[src/rtl/cnu_pkg.sv]
// Shared types and widths for the check-node message generator.
// Record layout, buffer states and sign-magnitude message width.
package cnu_pkg;

  localparam int data_w = 9;
  localparam int idx_w  = 3;
  localparam int deg    = 8;
  localparam int msg_w  = data_w + 1;
  // Sign storage is sized for the largest degree idx_w can address.
  localparam int sgn_w  = 1 << idx_w;

  typedef struct packed {
    logic [data_w-1:0] min1;
    logic [data_w-1:0] min2;
    logic [idx_w-1:0]  idx;
    logic [sgn_w-1:0]  signs;
    logic              tsign;
  } rec_t;

  typedef enum logic [1:0] {
    st_empty,
    st_one,
    st_two
  } buf_st_t;

endpackage

[src/rtl/cnu_offset_sat.sv]
// Per-edge min select, offset subtract and saturate-at-zero.
// Ports: min1/min2/idx from record, cur edge, sign in; msg = {sign, mag}.
module cnu_offset_sat #(
  parameter int data_w = 9,
  parameter int idx_w  = 3,
  parameter int offset = 1
) (
  input  logic [data_w-1:0] min1,
  input  logic [data_w-1:0] min2,
  input  logic [idx_w-1:0]  idx,
  input  logic [idx_w-1:0]  cur,
  input  logic              sign,
  output logic [data_w:0]   msg
);

  localparam logic [data_w-1:0] off = data_w'(offset);

  logic [data_w-1:0] mag;
  logic [data_w-1:0] mag_o;

  assign mag   = (cur == idx) ? min2 : min1;
  assign mag_o = (mag > off) ? mag - off : '0;
  assign msg   = {sign, mag_o};

endmodule

[src/rtl/cnu_msg_gen.sv]
// Expands compressed check-node records into deg c2v messages, one per cycle.
// Ports: clk, rst; in_* record handshake; out_* {sign,mag} message stream.
module cnu_msg_gen #(
  parameter int data_w = cnu_pkg::data_w,
  parameter int idx_w  = cnu_pkg::idx_w,
  parameter int deg    = cnu_pkg::deg,
  parameter int offset = 1
) (
  input  logic              clk,
  input  logic              rst,
  input  logic              in_valid,
  output logic              in_ready,
  input  logic [data_w-1:0] in_min1,
  input  logic [data_w-1:0] in_min2,
  input  logic [idx_w-1:0]  in_idx,
  input  logic [deg-1:0]    in_signs,
  output logic              out_valid,
  input  logic              out_ready,
  output logic [data_w:0]   out_msg,
  output logic [idx_w-1:0]  out_edge,
  output logic              out_last
);

  import cnu_pkg::*;

  localparam logic [idx_w-1:0] last_e = idx_w'(deg - 1);

  buf_st_t state;
  buf_st_t nxt;

  rec_t act;
  rec_t pend;
  rec_t new_rec;

  logic [idx_w-1:0] cnt;
  logic [data_w:0]  msg;

  logic act_v;
  logic pend_v;
  logic last;
  logic xfer;
  logic retire;
  logic accept;
  logic load_act;
  logic load_pend;
  logic move;

  assign act_v  = (state != st_empty);
  assign pend_v = (state == st_two);
  assign last   = (cnt == last_e);
  assign xfer   = act_v & out_ready;
  assign retire = xfer & last;
  assign accept = in_valid & ~pend_v;

  always_comb begin
    new_rec       = '0;
    new_rec.min1  = in_min1;
    new_rec.min2  = in_min2;
    new_rec.idx   = in_idx;
    new_rec.signs = sgn_w'(in_signs);
    new_rec.tsign = ^in_signs;
  end

  always_ff @(posedge clk) begin
    if (rst) state <= st_empty;
    else     state <= nxt;
  end

  // A retiring record hands the slot straight to the next one
  // (pending or incoming) so the output stream has no bubble.
  always_comb begin
    nxt       = state;
    load_act  = 1'b0;
    load_pend = 1'b0;
    move      = 1'b0;
    unique case (state)
      st_empty: begin
        if (accept) begin
          load_act = 1'b1;
          nxt      = st_one;
        end
      end
      st_one: begin
        if (retire && accept) begin
          load_act = 1'b1;
        end else if (retire) begin
          nxt = st_empty;
        end else if (accept) begin
          load_pend = 1'b1;
          nxt       = st_two;
        end
      end
      st_two: begin
        if (retire) begin
          move = 1'b1;
          nxt  = st_one;
        end
      end
      default: nxt = st_empty;
    endcase
  end

  always_ff @(posedge clk) begin
    if (rst) begin
      act  <= '0;
      pend <= '0;
      cnt  <= '0;
    end else begin
      if (load_act)  act  <= new_rec;
      else if (move) act  <= pend;
      if (load_pend) pend <= new_rec;
      if (xfer)      cnt  <= last ? '0 : cnt + 1'b1;
    end
  end

  cnu_offset_sat #(
    .data_w (data_w),
    .idx_w  (idx_w),
    .offset (offset)
  ) u_sat (
    .min1 (act.min1),
    .min2 (act.min2),
    .idx  (act.idx),
    .cur  (cnt),
    .sign (act.tsign ^ act.signs[cnt]),
    .msg  (msg)
  );

  assign in_ready  = ~pend_v;
  assign out_valid = act_v;
  assign out_msg   = act_v ? msg : '0;
  assign out_edge  = cnt;
  assign out_last  = act_v & last;

endmodule

[config.mk]
export PLATFORM = sky130hd
export DESIGN_NAME = cnu_msg_gen
export DESIGN_NICKNAME = d
export VERILOG_FILES = /design/src/rtl/cnu_pkg.sv /design/src/rtl/cnu_offset_sat.sv /design/src/rtl/cnu_msg_gen.sv
export SDC_FILE = /design/constraint.sdc
export NUM_CORES = 1
export LEC_CHECK = 0
export CORE_ASPECT_RATIO = 1.25
export CORE_MARGIN = 2
export CORE_UTILIZATION = 54
export DETAILED_ROUTE_END_ITERATION = 10
export GPL_ROUTABILITY_DRIVEN = 0
export PLACE_DENSITY = 0.8
export REMOVE_ABC_BUFFERS = 1
export SKIP_CTS_REPAIR_TIMING = 1
export SYNTH_ARGS = -nofsm -noshare
export SYNTH_HDL_FRONTEND = slang
export SYNTH_SLANG_ARGS = --single-unit
export TNS_END_PERCENT = 20
[constraint.sdc]
create_clock -name clk -period 4.19 [get_ports clk]
set_input_delay 0.838 -clock clk [delete_from_list [all_inputs] [get_ports clk]]
set_output_delay 0.838 -clock clk [all_outputs]
set_load 0.1 [all_outputs]
Word-level counts from Yosys, hierarchy flattened
Cells that the tools add are included.
Word-level totals
  register bits after elaboration: 65
  bits in latches: 0
  RAM bits: 0
  ROM bits: 0
  input port bits: 33
  memories: 0
Operators by class
  add/sub/neg operators: 2
  multipliers: 0
  divide/modulo/power cells: 0
  $lt $le $gt $ge: 2
  eq/ne operators: 8
  shift operators: 0
  muxes and demuxes: 22
  bitwise logic cells: 6
  reductions and logical operators: 6
Operator list (number)
  $mux 30: 2
  $mux 9: 2
  $mux 10: 1
  $mux 2: 5
  $gt 9x1->1 const B: 1
  $sub 9x1->9 const B: 1
  $mux 1: 8
  $reduce_xor 8->1: 1
  $pmux 2 s3: 1
  $and 1x1->1: 4
  $lt 3x4->1 const B: 1
  $ne 2x2->1 const B: 2
  $reduce_and 4->1: 1
  $reduce_bool 2->1: 2
  $add 3x1->3 const B: 1
  $bmux 1 s3: 1
  $eq 3x3->1: 1
  $eq 3x3->1 const B: 1
  $mux 3: 1
  $ne 3x3->1 const B: 1
  $eq 2x1->1 const B: 1
  $eq 2x2->1 const B: 1
  $logic_not 2->1: 1
  $ne 2x1->1 const B: 1
  other kinds (4): 4

Longest topological paths before layout
  word-level depth: 7
  gate-level depth with buffers: 9
  mapped depth without buffers: 9

By module
Synthesis repeated with hierarchy kept, for this count alone.
Second synthesis, totals
  cell total of the unflattened synthesis: 383
  area total of the unflattened synthesis: 3243.1 µm²
By module, submodules not included
  cnu_msg_gen: instances 1, cells each 322, area each 2753.9 µm², sequential area each 1301.2 µm²
  cnu_offset_sat: instances 1, cells each 61, area each 489.2 µm², sequential area each 0.0 µm²

Worst setup path after synthesis
No wires, ideal clock.
  path kind: register -> output
  from: register cnt[0] (netlist: out_edge[0])
  to: output port out_msg[2]
  data arrival time: 5.629 ns
  data required time: 3.352 ns
  slack: -2.277 ns
  stages on the path, launching flop included: 10
  buffers on the path: 1
  cells stage by stage: dfxtp_1 xnor2_1 nand3_2 buf_4 mux2i_1 ha_1 o21bai_1 nand4bb_4 mux2i_4 nor4b_1
On the way
  cells in the longest elaborated chain, start to end: 5
RTL lines
  from (decl): line cnu_msg_gen.sv:35  | logic [idx_w-1:0] cnt;
  from (signal assigned): line cnu_msg_gen.sv:112  | if (xfer) cnt <= last ? '0 : cnt + 1'b1;
  $eq 3x3->1 (*): line cnu_offset_sat.sv:21  | assign mag = (cur == idx) ? min2 : min1;
  $mux 9 (*): line cnu_offset_sat.sv:21
  $sub 9x1->9 / $gt 9x1->1 (equally long branches): line cnu_offset_sat.sv:22  | assign mag_o = (mag > off) ? mag - off : '0;
  $mux 9 (*): line cnu_offset_sat.sv:22
  $mux 10 (*): line cnu_msg_gen.sv:131  | assign out_msg = act_v ? msg : '0;
  to (decl): line cnu_msg_gen.sv:19  | output logic [data_w:0] out_msg,
Mark *: on every way between the ends. The rest lies on a longest branch, timed or not.

Worst setup path after layout
  from: register cnt[2] (netlist: out_edge[2])
  to: output port out_msg[6]
Same word-level chain as after synthesis.

==> impl_metrics.json <==
{
  "drt-total-wl_um": 7830,
  "cts_max_level": 3,
  "drv_cap": 0,
  "reg2regPathDepth": 6,
  "core_sq_mm": 0.00586,
  "yosys-top-cells-area": "dfxtp_1 (39%), mux2i_1 (11%), nand2_1 (7.4%)",
  "cts_buffers": 9,
  "tritoncts": "yes",
  "drive_gt1_share_pct": 14.0,
  "ys_ff_latch": 65,
  "place_area_sq_mm": 0.00389,
  "synthArstFlopShare_pct": 0,
  "slew_viol_final": 0,
  "drtPass1Iterations": 4,
  "min_period_over_period_pct": 96.2,
  "clkPwrFrac_pct": 31.2,
  "antenna_found_initial": 0,
  "setup-tns-final_ns": 0,
  "min_path_type": "reg2reg",
  "fin_ws_ns": 0.158,
  "timing.reg2reg.setup_slack_ns": 1.78,
  "grt_pass1_vias": 2875,
  "synth_seq_area_share_pct": 39.3,
  "crit_end": "out_msg[6]",
  "crit_type": "reg2out",
  "power.switching_uw": 611,
  "relSlewSlack_pct": 22.4,
  "p_seq_share_pct": 38.6,
  "cts_buffer_depth": 2,
  "areaGrowthSynthToFinish_pct": 25.7,
  "min_path_cells": 2,
  "worstReg2RegStart": "out_edge[0]",
  "critPathArrivalTime_ns": 3.19,
  "startpoint": "out_edge[2]",
  "startpoint_type": "flip-flop",
  "synth_cell_types": 50,
  "cp_max_fo": 7,
  "synth_area_leader_cell": "dfxtp_1",
  "synth-simple-area-share_pct": 19.3,
  "synth_top_family_by_area": "simple AND/OR/NAND/NOR gates",
  "rows": 31,
  "cp-end-kind": "output port",
  "clk_pin_slew_ns": 0.07,
  "detail_route.wl_per_cell_um": 15.5,
  "die_area_sq_mm": 0.00677,
  "grt_usage_pct": 25.2,
  "tightest_slew_ns": 1.16,
  "clockRootBuffer": "clkbuf_8",
  "antenna_left": 0,
  "synth.avg_cell_area_sq_um": 8.70,
  "final_common_cell": "nand2_1",
  "power_density_mw_per_mm2": 440,
  "hold_viol_final": 0,
  "vias": 2924,
  "swShare_pct": 33.4,
  "timing.rr.end": "act[23]",
  "synth-main-ff-cell": "dfxtp_1",
  "final_cell_mix": "nand2_1 (64), dfxtp_1 (62), nor2_1 (39), mux2i_1 (36), clkdlybuf4s50_1 (36)",
  "netlist_area_sq_mm": 0.00331,
  "nFillCells": 440,
  "route.detailed.drc": 0,
  "hpwl_um": 5160,
  "min_period_ns": 4.03,
  "synth_adder_area_share_pct": 1.51,
  "timing.hold.ws_ns": 0.454,
  "clock-sinks": 65,
  "synth_edf_count": 0,
  "numPortBuffers": 48,
  "grt_max_degree": 66,
  "p_int_mw": 1.22,
  "fp.dieH_um": 91.5,
  "fin_skew_ns": 0.00461,
  "syn_inst": 380,
  "final_cell_area_sq_mm": 0.00416,
  "required_ns": 3.35,
  "place_ws_ns": 0.285,
  "muxShareOfSynthArea_pct": 14.0,
  "yosysTopAreaCellShare_pct": 39.3,
  "vias_per_cell": 5.80,
  "drt_iter0_markers": 216,
  "overflow": 0,
  "vdd_drop_max_mv": 0.262,
  "fmax_mhz": 248,
  "power_leakage_nw": 1.67,
  "die_w_um": 74.0,
  "start_util_pct": 56.5,
  "synth_xor_area_share_pct": 3.97,
  "num_antenna_cells": 0,
  "synth_compound_area_share_pct": 17.7,
  "insertion_delay_ns": 0.34,
  "setup_violations": 0,
  "ys_warn_count": 0,
  "status": "completed",
  "finalNetCount": 455,
  "ios": 49,
  "grt_pass1_wl_um": 13300,
  "p_comb_share_pct": 30.2
}
[per-layer routing]
metal	vias to the layer above	part of all wire (%)	global-route usage, %
met5	-	0	0
met4	0	1.8	10.3
met3	12	6.5	6.33
met2	87	50	40.5
met1	1386	42	31.7
li1	1439	-	-
[Yosys cell counts (4+ instances only)]
| cell type | count |
|---|---|
| dfxtp_1 | 65 |
| nand2_1 | 65 |
| nor2_1 | 39 |
| mux2i_1 | 36 |
| a211oi_1 | 32 |
| a21oi_1 | 31 |
| xnor2_1 | 14 |
| clkbuf_1 | 10 |
| buf_2 | 9 |
| nor3_1 | 8 |
| buf_1 | 5 |
| inv_1 | 5 |
| a31oi_1 | 4 |
| ha_1 | 4 |
[through the flow]
stage	power, mW	utilization (%)	instances
after floorplan	1.07	-	354
after global placement	1.25	66.5	489
after detailed placement	1.26	66.5	489
after CTS	1.82	70.1	504
after global routing	1.91	71.0	504
final	1.83	71.0	504
[state kept, by name, summed over array words and instances (netlist names)]
register  count
state         2
pend         30
act          30
out_edge      3
[power groups by stage]
stage	clock network [mW]	registers [mW]	logic (mW)
floorplan	0	0.710	0.364
global placement	0	0.716	0.532
detailed placement	0	0.717	0.541
CTS	0.575	0.703	0.545
global route	0.603	0.713	0.590
finish	0.570	0.707	0.552
[critical path, cell delays in order, from the launching register on]
cell and delay, ns:
dfxtp_2 0.36, xnor2_2 0.27, nand3_4 0.16, mux2_2 0.34, inv_1 0.07, ha_1 0.21, or3b_2 0.52, nor4_1 0.20
nor3_1 0.09, a2111oi_2 0.40, buf_12 0.23
[how the worst min path moves through the flow]
stage,startpoint,endpoint,slack [ns]
floorplan,pend[10],pend[10],0.43
global placement,pend[26],pend[26],0.44
detailed placement,pend[12],pend[12],0.45
CTS,pend[12],pend[12],0.46
global route,pend[18],pend[18],0.47
finish,pend[12],pend[12],0.45
[area by class of cell]
class	instances	area [sq um]	share of cell area, %
clock buffer	13	179	4.30
clock inverter	2	35.0	0.843
inverter	5	18.8	0.451
multi-input combinational	284	1920	46.2
sequential	65	1310	31.4
tap	82	103	2.47
timing repair buffer	53	598	14.4
[kinds of logic (layout without fill, tap and decap cells)]
logic type                 Yosys count  after routing
AOI/OAI and AO/OA                   86             86
and+or+nand+nor                    137            137
DFF                                 65             65
muxes                               42             42
xor gates and xnor gates            15             15
adders and majority gates            4              4
buffers and inverters               31             73
Note: power is estimated with default switching activity, not from simulation.
